===== src/rtl/integral_scale_scheduler_if.sv =====
// Control bundle between the scale scheduler, frame control, the integral-image
// generator and the downstream detector.
interface integral_scale_scheduler_if #(
   parameter int unsigned X_WIDTH = 9,
   parameter int unsigned Y_WIDTH = 9
);
   logic               frame_start;
   logic               frame_busy;
   logic               frame_done;
   logic               err_timeout;
   logic               iig_ready;
   logic               iig_done;
   logic               iig_start;
   logic               iig_taken;
   logic [X_WIDTH-1:0] iig_sizeX;
   logic [Y_WIDTH-1:0] iig_sizeY;
   logic               det_valid;
   logic               det_ack;
   logic [3:0]         scale_idx;

   modport master (
      input  frame_start, iig_ready, iig_done, det_ack,
      output frame_busy, frame_done, err_timeout, iig_start, iig_taken,
             iig_sizeX, iig_sizeY, det_valid, scale_idx
   );

   modport slave (
      output frame_start, iig_ready, iig_done, det_ack,
      input  frame_busy, frame_done, err_timeout, iig_start, iig_taken,
             iig_sizeX, iig_sizeY, det_valid, scale_idx
   );
endinterface


===== src/rtl/integral_scale_scheduler.sv =====
// Walks a geometric series of image sizes per frame, running one generator
// handshake and one detector handoff for each scale.
module integral_scale_scheduler #(
   parameter int unsigned X_WIDTH     = 9,
   parameter int unsigned Y_WIDTH     = 9,
   parameter int unsigned BASE_W      = 320,
   parameter int unsigned BASE_H      = 240,
   parameter int unsigned MIN_W       = 24,
   parameter int unsigned MIN_H       = 24,
   parameter int unsigned NUM_SCALES  = 8,
   parameter int unsigned SCALE_NUM   = 13,
   parameter int unsigned SCALE_SHIFT = 4,
   parameter int unsigned TIMEOUT_W   = 20
) (
   input logic                          clk,
   input logic                          reset,
   integral_scale_scheduler_if.master   bus
);

   typedef enum logic [2:0] {
      StIdle, StWaitReady, StStart, StRun, StHandoff, StTake, StNext, StFinish
   } state_e;

   localparam int unsigned PwX = X_WIDTH + 32;
   localparam int unsigned PwY = Y_WIDTH + 32;
   // Compared against the pre-increment count so the flag lands when the count hits all-ones.
   localparam logic [TIMEOUT_W-1:0] WdLast = ~TIMEOUT_W'(1);

   state_e                 state_q, state_d;
   logic [X_WIDTH-1:0]     cur_w_q, cur_w_d;
   logic [Y_WIDTH-1:0]     cur_h_q, cur_h_d;
   logic [3:0]             idx_q, idx_d;
   logic [TIMEOUT_W-1:0]   wd_cnt_q, wd_cnt_d;
   logic                   err_q, err_d;

   logic [PwX-1:0]         prod_w;
   logic [PwY-1:0]         prod_h;
   logic [X_WIDTH-1:0]     nw;
   logic [Y_WIDTH-1:0]     nh;
   logic                   last_scale;

   always_comb begin
      prod_w = PwX'(cur_w_q) * PwX'(SCALE_NUM);
      prod_h = PwY'(cur_h_q) * PwY'(SCALE_NUM);
      nw     = X_WIDTH'(prod_w >> SCALE_SHIFT);
      nh     = Y_WIDTH'(prod_h >> SCALE_SHIFT);
      // Current-size test covers an undersized base when the factor is not shrinking.
      last_scale = (32'(idx_q) == NUM_SCALES - 32'd1) ||
                   (32'(nw) < MIN_W) || (32'(nh) < MIN_H) ||
                   (32'(cur_w_q) < MIN_W) || (32'(cur_h_q) < MIN_H);
   end

   always_comb begin
      state_d  = state_q;
      cur_w_d  = cur_w_q;
      cur_h_d  = cur_h_q;
      idx_d    = idx_q;
      wd_cnt_d = wd_cnt_q;
      err_d    = err_q;

      bus.iig_start  = 1'b0;
      bus.iig_taken  = 1'b0;
      bus.det_valid  = 1'b0;
      bus.frame_done = 1'b0;

      unique case (state_q)
         StIdle: begin
            if (bus.frame_start) begin
               cur_w_d = X_WIDTH'(BASE_W);
               cur_h_d = Y_WIDTH'(BASE_H);
               idx_d   = '0;
               err_d   = 1'b0;
               state_d = StWaitReady;
            end
         end
         StWaitReady: begin
            if (bus.iig_ready) state_d = StStart;
         end
         StStart: begin
            bus.iig_start = 1'b1;
            wd_cnt_d      = '0;
            state_d       = StRun;
         end
         StRun: begin
            wd_cnt_d = wd_cnt_q + 1'b1;
            if (bus.iig_done) begin
               state_d = StHandoff;
            end else if (wd_cnt_q == WdLast) begin
               err_d   = 1'b1;
               state_d = StFinish;
            end
         end
         StHandoff: begin
            bus.det_valid = 1'b1;
            if (bus.det_ack) state_d = StTake;
         end
         StTake: begin
            bus.iig_taken = 1'b1;
            state_d       = StNext;
         end
         StNext: begin
            if (last_scale) begin
               state_d = StFinish;
            end else begin
               cur_w_d = nw;
               cur_h_d = nh;
               idx_d   = idx_q + 4'd1;
               state_d = StWaitReady;
            end
         end
         StFinish: begin
            bus.frame_done = 1'b1;
            state_d        = StIdle;
         end
         default: state_d = StIdle;
      endcase
   end

   always_comb begin
      bus.frame_busy  = (state_q != StIdle) && (state_q != StFinish);
      bus.err_timeout = err_q;
      bus.iig_sizeX   = (state_q == StIdle) ? '0 : cur_w_q;
      bus.iig_sizeY   = (state_q == StIdle) ? '0 : cur_h_q;
      bus.scale_idx   = (state_q == StIdle) ? '0 : idx_q;
   end

   always_ff @(posedge clk or posedge reset) begin
      if (reset) begin
         state_q  <= StIdle;
         cur_w_q  <= X_WIDTH'(BASE_W);
         cur_h_q  <= Y_WIDTH'(BASE_H);
         idx_q    <= '0;
         wd_cnt_q <= '0;
         err_q    <= 1'b0;
      end else begin
         state_q  <= state_d;
         cur_w_q  <= cur_w_d;
         cur_h_q  <= cur_h_d;
         idx_q    <= idx_d;
         wd_cnt_q <= wd_cnt_d;
         err_q    <= err_d;
      end
   end

endmodule

===== src/flat_wrapper.sv =====
// flat-port wrapper written by rule: the top's interface ports become plain ports
module integral_scale_scheduler_flat 
#(
   parameter int unsigned X_WIDTH     = 9,
   parameter int unsigned Y_WIDTH     = 9,
   parameter int unsigned BASE_W      = 320,
   parameter int unsigned BASE_H      = 240,
   parameter int unsigned MIN_W       = 24,
   parameter int unsigned MIN_H       = 24,
   parameter int unsigned NUM_SCALES  = 8,
   parameter int unsigned SCALE_NUM   = 13,
   parameter int unsigned SCALE_SHIFT = 4,
   parameter int unsigned TIMEOUT_W   = 20
)
  (clk, reset, bus_frame_start, bus_iig_ready, bus_iig_done, bus_det_ack, bus_frame_busy, bus_frame_done, bus_err_timeout, bus_iig_start, bus_iig_taken, bus_iig_sizeX, bus_iig_sizeY, bus_det_valid, bus_scale_idx);
  integral_scale_scheduler_if #(.X_WIDTH(X_WIDTH), .Y_WIDTH(Y_WIDTH)) bus_i ();
  input logic clk;
  input logic reset;
  input wire logic [$bits(bus_i.frame_start)-1:0] bus_frame_start;
  input wire logic [$bits(bus_i.iig_ready)-1:0] bus_iig_ready;
  input wire logic [$bits(bus_i.iig_done)-1:0] bus_iig_done;
  input wire logic [$bits(bus_i.det_ack)-1:0] bus_det_ack;
  output wire logic [$bits(bus_i.frame_busy)-1:0] bus_frame_busy;
  output wire logic [$bits(bus_i.frame_done)-1:0] bus_frame_done;
  output wire logic [$bits(bus_i.err_timeout)-1:0] bus_err_timeout;
  output wire logic [$bits(bus_i.iig_start)-1:0] bus_iig_start;
  output wire logic [$bits(bus_i.iig_taken)-1:0] bus_iig_taken;
  output wire logic [$bits(bus_i.iig_sizeX)-1:0] bus_iig_sizeX;
  output wire logic [$bits(bus_i.iig_sizeY)-1:0] bus_iig_sizeY;
  output wire logic [$bits(bus_i.det_valid)-1:0] bus_det_valid;
  output wire logic [$bits(bus_i.scale_idx)-1:0] bus_scale_idx;
  assign bus_i.frame_start = bus_frame_start;
  assign bus_i.iig_ready = bus_iig_ready;
  assign bus_i.iig_done = bus_iig_done;
  assign bus_i.det_ack = bus_det_ack;
  assign bus_frame_busy = bus_i.frame_busy;
  assign bus_frame_done = bus_i.frame_done;
  assign bus_err_timeout = bus_i.err_timeout;
  assign bus_iig_start = bus_i.iig_start;
  assign bus_iig_taken = bus_i.iig_taken;
  assign bus_iig_sizeX = bus_i.iig_sizeX;
  assign bus_iig_sizeY = bus_i.iig_sizeY;
  assign bus_det_valid = bus_i.det_valid;
  assign bus_scale_idx = bus_i.scale_idx;
  integral_scale_scheduler #(.X_WIDTH(X_WIDTH), .Y_WIDTH(Y_WIDTH), .BASE_W(BASE_W), .BASE_H(BASE_H), .MIN_W(MIN_W), .MIN_H(MIN_H), .NUM_SCALES(NUM_SCALES), .SCALE_NUM(SCALE_NUM), .SCALE_SHIFT(SCALE_SHIFT), .TIMEOUT_W(TIMEOUT_W)) u_core (.clk(clk), .reset(reset), .bus(bus_i));
endmodule

===== config.mk =====
export PLATFORM = sky130hd
export DESIGN_NAME = integral_scale_scheduler_flat
export DESIGN_NICKNAME = d
export VERILOG_FILES = /design/src/rtl/integral_scale_scheduler_if.sv /design/src/rtl/integral_scale_scheduler.sv /design/src/flat_wrapper.sv
export SDC_FILE = /design/constraint.sdc
export NUM_CORES = 1
export LEC_CHECK = 0
export CAP_MARGIN = 40
export CORE_ASPECT_RATIO = 2
export CORE_MARGIN = 2
export CORE_UTILIZATION = 40
export DETAILED_ROUTE_END_ITERATION = 16
export GPL_ROUTABILITY_DRIVEN = 0
export PLACE_DENSITY = 0.63
export SYNTH_ARGS = -nofsm -noshare
export SYNTH_HDL_FRONTEND = slang
export SYNTH_SLANG_ARGS = --single-unit

===== constraint.sdc =====
create_clock -name clk -period 7.9 [get_ports clk]
set_input_delay 0.79 -clock clk [delete_from_list [all_inputs] [get_ports clk]]
set_output_delay 0.79 -clock clk [all_outputs]
set_load 0.05 [all_outputs]

==> results of run 1 <==
==> sequential cells by signal, indices dropped and copies added (netlist names) <==
register	count
u_core.idx_q	4
u_core.wd_cnt_q	20
u_core.cur_w_q	9
u_core.bus.err_timeout	1
u_core.state_q	3
u_core.cur_h_q	9
==> cells by family (layout without fill, tap and decap cells) <==
family | count (synthesis) | count (layout) | share of synthesized area
simple gates | 144 | 144 | 0.185
fa+ha+maj | 59 | 59 | 0.205
mux | 6 | 6 | 0.0149
xor+xnor | 14 | 14 | 0.0304
compound gates | 125 | 125 | 0.206
buf+inv | 72 | 93 | 0.0719
flops | 46 | 46 | 0.287
==> worst min-delay path by stage <==
stage                             start                   to  slack [ns]  cells after the start
finish               u_core.wd_cnt_q[8]   u_core.wd_cnt_q[8]        0.48                      1
global route        u_core.wd_cnt_q[16]  u_core.wd_cnt_q[16]        0.50                      1
CTS                 u_core.wd_cnt_q[16]  u_core.wd_cnt_q[16]        0.49                      1
detailed placement  u_core.wd_cnt_q[16]  u_core.wd_cnt_q[16]        0.48                      1
global placement    u_core.wd_cnt_q[16]  u_core.wd_cnt_q[16]        0.47                      1
floorplan           u_core.wd_cnt_q[16]  u_core.wd_cnt_q[16]        0.45                      1
==> worst max-delay path: stages (launching register included) <==
cell	delay, ns
dfstp_2	0.56
inv_1	0.10
ha_1	0.28
inv_1	0.05
fa_1	0.50
inv_1	0.04
ha_1	0.47
or3_1	0.18
or4b_1	0.47
a22oi_1	0.16
a22oi_1	0.13
nand4_1	0.15
or2_1	0.37
nand3_4	0.29
o41ai_1	0.43
==> cell usage after synthesis, drive strengths merged, types with 7 or more instances <==
| master | instances | area [µm²] |
|---|---|---|
| o21ai | 43 | 215 |
| a21oi | 22 | 110 |
| o31ai | 15 | 143 |
| nand2b | 7 | 43.8 |
| nand4 | 13 | 81.3 |
| fa | 12 | 240 |
| nand2 | 31 | 116 |
| nor2 | 28 | 105 |
| xnor2 | 7 | 61.3 |
| ha | 47 | 588 |
| nor2b | 19 | 119 |
| nand3 | 21 | 118 |
| xor2 | 7 | 61.3 |
| inv | 50 | 188 |
| a31oi | 9 | 62.6 |
| dfrtp | 40 | 1000 |
| clkbuf | 16 | 60.1 |
==> cell type report <==
class	instances	area [µm²]
Tap cell	132	165
Multi-Input combinational cell	348	2590
Timing Repair Buffer	36	365
Sequential cell	46	1160
Clock buffer	7	133
Fill cell	964	5160
Inverter	50	188
==> through the flow <==
stage	setup slack (ns)	cells	utilization	hold slack, ns	instance area [µm²]
2_1_floorplan	4.32	466	-	0.447	4040
3_3_place_gp	3.69	610	0.455	0.467	4440
3_5_place_dp	3.60	612	0.458	0.475	4470
4_1_cts	3.57	619	0.472	0.487	4600
5_1_grt	3.22	619	0.472	0.503	4600
6_report	3.59	619	0.472	0.484	4600
==> metal layers <==
metal | vias to the layer above | global-route usage
met1 | 1642 | 0.226
met2 | 62 | 0.362
met5 | - | 0
met3 | 22 | 0.0242
met4 | 0 | 0.0705
li1 | 1690 | -
==> summary.txt, run 1 <==
Setup path
  • Worst R2R End: u_core.cur_w_q[2]
  • Worst Path Required: 8.06 ns
  • CP arrival: 4.47 ns
  • CP Launch Type: flop
  • Crit path capture type: flop
  • R2r setup slk: 3.59 ns
  • Crit Path Max Fanout: 13
  • Crit Path Class: reg -> reg
  • Worst setup startpoint: u_core.cur_h_q[6]
  • Reg2Reg Depth: 14
  • Crit path to: u_core.cur_w_q[2]
  • RR Startpoint: u_core.cur_h_q[6]

Cells and area
  • Most frequent cells in the layout: inv_1 (48), ha_1 (47), dfrtp_1 (40)
  • Share of cells above drive strength 1: 0.0595
  • Area Growth Syn to Fin: 14.0%
  • Ant diodes: 0
  • # nets final: 552
  • Most common cell after layout, fill and taps aside: inv_1

Detailed routing
  • Vias per std cell: ~5.5
  • Detailed-routing wirelength on met1: ~3800 µm
  • Final ANT Viol Nets: 0
  • Routed wire length on met3: 246 µm
  • Iteration-0 DRC Markers: 150
  • Vias: 3416
  • # DRC: 0
  • Number of detailed-route iterations in the first pass: 5
  • DR WL met2: approximately 5700 µm
  • Wirelength per Cell: between 15 and 20 µm
  • Routed wire length: 10100 µm
  • Uppermost layer routed: met4

Clock tree
  • Resized Gates After CTS: 0
  • Cts hold-fix bufs: 0
  • Setup bufs post-CTS: 0
  • H-tree depth: 2
  • Clock Path Buffers: 2
  • TritonCTS clock tree: done
  • Clock Sink Count: 46
  • Clock transition at the registers of the reported paths: 0.06 ns
  • Clock Latency Late Sink: 0.29 ns
  • CTS buffer count: 5
  • Root Driver: clkbuf_16

GRT
  • GRT Total Usage: 0.199
  • GR Overflow Total: 0
  • Antenna violations before repair: 0
  • First-pass GRT wire length: 17000 µm
  • Pin count of the biggest net entering global routing: 34
  • Vias in the first global route: roughly 3600

Floorplanning
  • Die height: 146 µm
  • Die area: ~0.011 mm²
  • Starting Density: 0.414
  • Core footprint: a little under 0.01 mm²
  • Core Rows: 51
  • Die Span X: 75.1 µm
  • IO Count: 34

Placement
  • Port bufs: 33
  • DP Wirelength: 8090 µm

STA
  • Rel. slew slack: 0.449
  • Final Max Tran Viols: 0
  • RSZ-0062 raised after global routing: no
  • Final-report hold violation count: 0
  • Peak Freq: approximately 230 MHz
  • Worst Clk Skew: ~0.0034 ns
  • Final period utilization: 0.546
  • Worst-Margin Slew: ~0.82 ns
  • Tmin final: between 4 and 5 ns
  • Setup TNS: 0 ns
  • Setup violators final: 0

Yosys
  • Synth Flop Type: dfrtp_1
  • Ys async rst share: 1.00
  • Syn Nets: 531
  • Mapped cell area: 0.00404 mm²
  • Yosys warnings: 0
  • Number of synthesized register bits: 46
  • Syn Area/Cell: 8.67 µm²
  • Synthesized instance count: ~470
  • Sequential area share after synthesis: 0.287
  • Post-synth EDFFs: 0
  • Synth unique cells: 56

Outcome
  • Status: finished, final reports clean

Min path
  • Hold crit path type: reg -> reg

Flow run
  • # Max-Cap Violations: 0
Power of run 1 is not shown: default switching activity piles up to over one toggle a cycle in this logic, so the estimate is an artifact.
==> run 2, diff against run 1 <==
==> constraint.sdc (replaced) <==
create_clock -name clk -period 3.99 [get_ports clk]
set_input_delay 0.399 -clock clk [delete_from_list [all_inputs] [get_ports clk]]
set_output_delay 0.399 -clock clk [all_outputs]
set_load 0.05 [all_outputs]
==> run 2 against run 1 <==
  * Die area unchanged
  * Clock skew increased by 0.0027 ns
  * Critical endpoint is now u_core.cur_w_q[3]
  * Critical path depth increased by 2
  * Critical path type unchanged
  * Largest cell class unchanged
  * Highest routed layer unchanged
==> summary.txt, run 2 (synthesized netlist as in run 1, its figures left out) <==
Floorplanning
  • Starting Density: 0.414 (unchanged)
  • Die Span X: 75.1 µm (unchanged)
  • Core Rows: 51 (unchanged)
  • Die area: 0.0110 mm² (unchanged)
  • IO Count: 34 (unchanged)
  • Core footprint: 0.00976 mm² (unchanged)
  • Die height: 146 µm (unchanged)

Detailed routing
  • Routed wire length: 10300 µm (+2.8%)
  • # DRC: 0 (unchanged)
  • Wirelength per Cell: 16.3 µm (+0.33%)
  • Final ANT Viol Nets: 0 (unchanged)
  • Vias per std cell: 5.54 (+0.41%)
  • Iteration-0 DRC Markers: 131 (-13%)
  • Number of detailed-route iterations in the first pass: 4 (-1)
  • Vias: 3513 (+2.8%)

STA
  • Final-report hold violation count: 0 (unchanged)
  • Worst-Margin Slew: 0.798 ns (-0.0257 ns)
  • Setup violators final: 0 (unchanged)
  • Peak Freq: 262 MHz (+13%)
  • Rel. slew slack: 0.466 (+0.0172)
  • Worst Clk Skew: 0.00609 ns (+0.00269 ns)
  • Tmin final: 3.82 ns (-0.494 ns)
  • RSZ-0062 raised after global routing: no
  • Final period utilization: 0.956 (+0.411)
  • Setup TNS: 0 ns (unchanged)
  • Final Max Tran Viols: 0 (unchanged)

Placement
  • Port bufs: 33 (unchanged)
  • DP Wirelength: 8290 µm (+2.4%)

Setup path
  • CP arrival: 4.00 ns (-0.47 ns)
  • Crit path capture type: flop
  • Worst Path Required: 4.17 ns (-3.89 ns)
  • Crit Path Class: reg -> reg
  • Reg2Reg Depth: 16 (+2)
  • CP Launch Type: flop
  • Crit Path Max Fanout: 8 (-5)

Cells and area
  • FF/Latch Area: 0.00116 mm² (unchanged)
  • Filler cells: 958 (-0.62%)
  • Final core area utilization: 0.490 (+0.0186)
  • Most common cell after layout, fill and taps aside: inv_1
  • Top reg by flops: u_core.wd_cnt_q
  • Area Growth Syn to Fin: 18.5%
  • Largest register FFs: 20 (unchanged)
  • Area of the multi-input gates: 0.00264 mm² (+1.8%)
  • Ant diodes: 0 (unchanged)
  • Top flop regs: u_core.wd_cnt_q x20, u_core.cur_h_q x9, u_core.cur_w_q x9
  • Most frequent cells in the layout: inv_1 (48), ha_1 (46), dfrtp_1 (40)
  • # nets final: 566 (+2.5%)
  • Share of cells above drive strength 1: 0.106 (+0.0460)

Clock tree
  • Clock Path Buffers: 2 (unchanged)
  • Clock transition at the registers of the reported paths: 0.06 ns (about the same)
  • H-tree depth: 2 (unchanged)
  • CTS buffer count: 5 (unchanged)
  • Clock Sink Count: 46 (unchanged)
  • Root Driver: clkbuf_16
  • Clock Latency Late Sink: 0.29 ns (about the same)
  • TritonCTS clock tree: done

GRT
  • GR Overflow Total: 0 (unchanged)
  • GRT Total Usage: 0.197 (-0.00180)
  • Pin count of the biggest net entering global routing: 31 (-8.8%)
  • Vias in the first global route: 3517 (-1.4%)
  • First-pass GRT wire length: 17100 µm (+0.36%)
  • Antenna violations before repair: 0 (unchanged)

Min path
  • Hold crit path type: in -> async

Flow run
  • # Max-Cap Violations: 0 (unchanged)

Outcome
  • Status: finished, final reports clean
[run 2: final timing paths]
path                                      from                  end  slack (ns)
setup reg to reg             u_core.cur_w_q[6]    u_core.cur_w_q[3]        0.17
min in group clk           u_core.wd_cnt_q[14]  u_core.wd_cnt_q[14]        0.49
setup / recovery             u_core.cur_w_q[6]    u_core.cur_w_q[3]        0.17
hold reg to reg            u_core.wd_cnt_q[14]  u_core.wd_cnt_q[14]        0.49
hold / removal                           reset    u_core.state_q[0]        0.42
max in group asynchronous                reset    u_core.cur_h_q[5]        3.01
[run 2: repair_timing]
| item | in CTS | in global routing |
|---|---|---|
| endpoints found under the setup margin | 0 | 22 |
| endpoints found under the hold margin | 0 | 0 |
| hold buffers | 0 | 0 |
| setup buffers | 0 | 6 |
| resized for setup | 0 | 8 |
[run 2: area by class of cell]
class | count | share of cell area
clock buffers | 5 | 0.0261
flip-flops and latches | 46 | 0.242
inverters | 50 | 0.0392
clock inverters | 3 | 0.00941
multi-input cells | 349 | 0.552
repair buffers | 49 | 0.0967
well taps | 132 | 0.0345
[run 2: routing by layer]
layer,global-route usage,vias to the layer above,share of wire
met1,0.222,1697,0.38
met3,0.0262,21,0.028
met2,0.368,77,0.56
met5,0,-,0
li1,-,1718,-
met4,0.0527,0,0.024
[run 2: worst max-delay path, stage by stage (launching register included)]
cell and delay [ns]:
dfstp_2 0.56, inv_1 0.11, ha_1 0.29, inv_1 0.05, fa_1 0.53, inv_1 0.05, ha_2 0.34, a21o_1 0.22
a21oi_1 0.17, o21ai_1 0.09, a41o_1 0.24, xnor2_2 0.16, a31oi_2 0.19, buf_4 0.17, nand3_4 0.11, buf_4 0.17
o31ai_2 0.24
[run 2: through the flow]
step | cell area, µm² | hold WS, ns | setup slack [ns] | std cells
2_1_floorplan | 4040 | 0.447 | 0.406 | 466
3_3_place_gp | 4500 | 0.466 | 0.0871 | 618
3_5_place_dp | 4520 | 0.479 | 0.0939 | 619
4_1_cts | 4690 | 0.446 | 0.0730 | 627
5_1_grt | 4790 | 0.450 | 0.000763 | 634
6_report | 4790 | 0.420 | 0.174 | 634
Power of run 2 is left out for the same reason.
==> run 3, diff against run 2 <==
--- a/config.mk
+++ b/config.mk
@@ -7,7 +7,6 @@
 export LEC_CHECK = 0
 export CAP_MARGIN = 40
 export CORE_ASPECT_RATIO = 2
-export CORE_MARGIN = 2
 export CORE_UTILIZATION = 40
 export DETAILED_ROUTE_END_ITERATION = 16
 export GPL_ROUTABILITY_DRIVEN = 0
==> run 3 against run 2 <==
  * Hold slack got worse by 0.067 ns
  * Register-to-register slack is essentially flat
  * Worst setup slack worse by 0.0048 ns
  * Wire length about the same
  * Cell area down 0.58%
  * Final cell count fell by 0.32%
  * Non-clock buffer count decreased by 1
  * Global-route usage is 1.5 points higher
  * Critical path depth is 1 lower
  * Clock skew decreased by 0.0024 ns
==> summary.txt, run 3 (synthesized netlist as in run 1, its figures left out) <==
Floorplanning
  • Die height: 144 µm (-1.4%)
  • Die area: 0.0105 mm² (-4.0%)
  • Core footprint: 0.00976 mm² (unchanged)
  • IO Count: 34 (unchanged)
  • Starting Density: 0.414 (unchanged)
  • Core Rows: 51 (unchanged)
  • Die Span X: 73.1 µm (-2.7%)

STA
  • RSZ-0062 raised after global routing: no
  • Rel. slew slack: 0.490 (+0.0238)
  • Setup violators final: 0 (unchanged)
  • Final-report hold violation count: 0 (unchanged)
  • Peak Freq: 262 MHz (-0.12%)
  • Final period utilization: 0.958 (+0.00119)
  • Worst Clk Skew: 0.00364 ns (-0.00245 ns)
  • Final Max Tran Viols: 0 (unchanged)
  • Setup TNS: 0 ns (unchanged)
  • Tmin final: 3.82 ns (+0.00477 ns)
  • Worst-Margin Slew: 0.763 ns (-0.0356 ns)

Cells and area
  • Ant diodes: 0 (unchanged)
  • Most common cell after layout, fill and taps aside: inv_1
  • Top flop regs: u_core.wd_cnt_q x20, u_core.cur_h_q x9, u_core.cur_w_q x9
  • Most frequent cells in the layout: inv_1 (48), ha_1 (47), dfrtp_1 (40)
  • Top reg by flops: u_core.wd_cnt_q
  • # nets final: 564 (-0.35%)
  • Filler cells: 984 (+2.7%)
  • Area Growth Syn to Fin: 17.8%
  • Largest register FFs: 20 (unchanged)
  • Share of cells above drive strength 1: 0.102 (-0.00358)

Clock tree
  • CTS buffer count: 5 (unchanged)
  • Clock Latency Late Sink: 0.29 ns (about the same)
  • Root Driver: clkbuf_16
  • H-tree depth: 2 (unchanged)
  • Cts hold-fix bufs: 0 (unchanged)
  • Clock transition at the registers of the reported paths: 0.06 ns (about the same)
  • Clock Sink Count: 46 (unchanged)
  • TritonCTS clock tree: done
  • Clock Path Buffers: 2 (unchanged)

Detailed routing
  • Number of detailed-route iterations in the first pass: 6 (+2)
  • Vias per std cell: 5.51 (-0.63%)
  • # DRC: 0 (unchanged)
  • Final ANT Viol Nets: 0 (unchanged)
  • Iteration-0 DRC Markers: 192 (+47%)
  • Routed wire length: 10300 µm (about the same)
  • Wirelength per Cell: 16.4 µm (+0.38%)
  • Vias: 3480 (-0.94%)

Setup path
  • Crit Path Max Fanout: 8 (unchanged)
  • Top cell by count, worst path: inv_1
  • CP top delay family: adder cells
  • Crit path capture type: flop
  • CP Launch Type: flop
  • Crit-path cells: inv_1, ha_1, inv_1, fa_1, inv_1, ha_1, a21o_1, a21oi_1, o21ai_1, a41o_1, xnor2_2, a31oi_2, nand3_4, buf_4, o31ai_2
  • WP buf/inv: 4 (-1)
  • Crit Path Class: reg -> reg
  • Slowest stage delay, CP: 0.57 ns (about the same)
  • CP max stage cell: dfstp_2
  • CP arrival: 4.01 ns (about the same)
  • Worst Path Required: 4.18 ns (about the same)

Placement
  • DP Wirelength: 8140 µm (-1.7%)
  • Port bufs: 33 (unchanged)

GRT
  • Pin count of the biggest net entering global routing: 38 (+23%)
  • GRT Total Usage: 0.211 (+0.0147)
  • Vias in the first global route: 3570 (+1.5%)
  • Antenna violations before repair: 0 (unchanged)
  • GR Overflow Total: 0 (unchanged)
  • First-pass GRT wire length: 17100 µm (+0.53%)

Flow run
  • # Max-Cap Violations: 0 (unchanged)

Outcome
  • Status: finished, final reports clean

Min path
  • Hold crit path type: in -> async
[run 3: metal layers]
metal  global-route usage  routed length, µm  up-vias
li1                     -                  -     1707
met1                0.225               3950     1680
met2                0.403               5810       70
met3               0.0237                246       23
met4               0.0918                325        0
met5                    0                  0        -
[run 3: final cells by class]
type / instances / area, µm² / share of cell area
Clock inverter: 2 / 12.5 / 0.00263
Inverter: 50 / 188 / 0.0394
Timing Repair Buffer: 48 / 459 / 0.0965
Tap cell: 132 / 165 / 0.0347
Clock buffer: 6 / 139 / 0.0292
Multi-Input combinational cell: 348 / 2640 / 0.554
Sequential cell: 46 / 1160 / 0.243
[run 3: what timing repair did]
action | in CTS | in global routing
setup buffers | 0 | 4
gates resized for setup | 0 | 11
setup endpoints to repair | 0 | 22
hold endpoints to repair | 0 | 0
[run 3: final timing paths]
kind,start,endpoint,slack (ns),cells after the start
max in group asynchronous,reset,u_core.cur_w_q[6],3.10,3
min in group clk,u_core.wd_cnt_q[14],u_core.wd_cnt_q[14],0.48,1
hold reg to reg,u_core.wd_cnt_q[14],u_core.wd_cnt_q[14],0.48,1
setup / recovery,u_core.cur_w_q[6],u_core.cur_h_q[2],0.17,15
hold / removal,reset,u_core.cur_w_q[3],0.35,2
setup reg to reg,u_core.cur_w_q[6],u_core.cur_h_q[2],0.17,15
[run 3: worst reg2reg max path, stage by stage (launching register included)]
cell     delay, ns
dfstp_2       0.57
inv_1         0.11
ha_1          0.29
inv_1         0.05
fa_1          0.52
inv_1         0.05
ha_1          0.41
a21o_1        0.25
a21oi_1       0.15
o21ai_1       0.09
a41o_1        0.24
xnor2_2       0.16
a31oi_2       0.24
nand3_4       0.20
buf_4         0.19
o31ai_2       0.21
[run 3: through the flow]
stage	instances	utilization	instance area (µm²)	hold slack, ns	setup slack [ns]
finish	632	0.487	4760	0.353	0.169
global route	632	0.487	4760	0.379	0.00382
CTS	628	0.480	4680	0.357	0.0681
detailed placement	620	0.464	4530	0.475	0.0892
global placement	619	0.462	4510	0.463	0.0626
floorplan	466	-	4040	0.447	0.406
Power of run 3 is left out for the same reason.
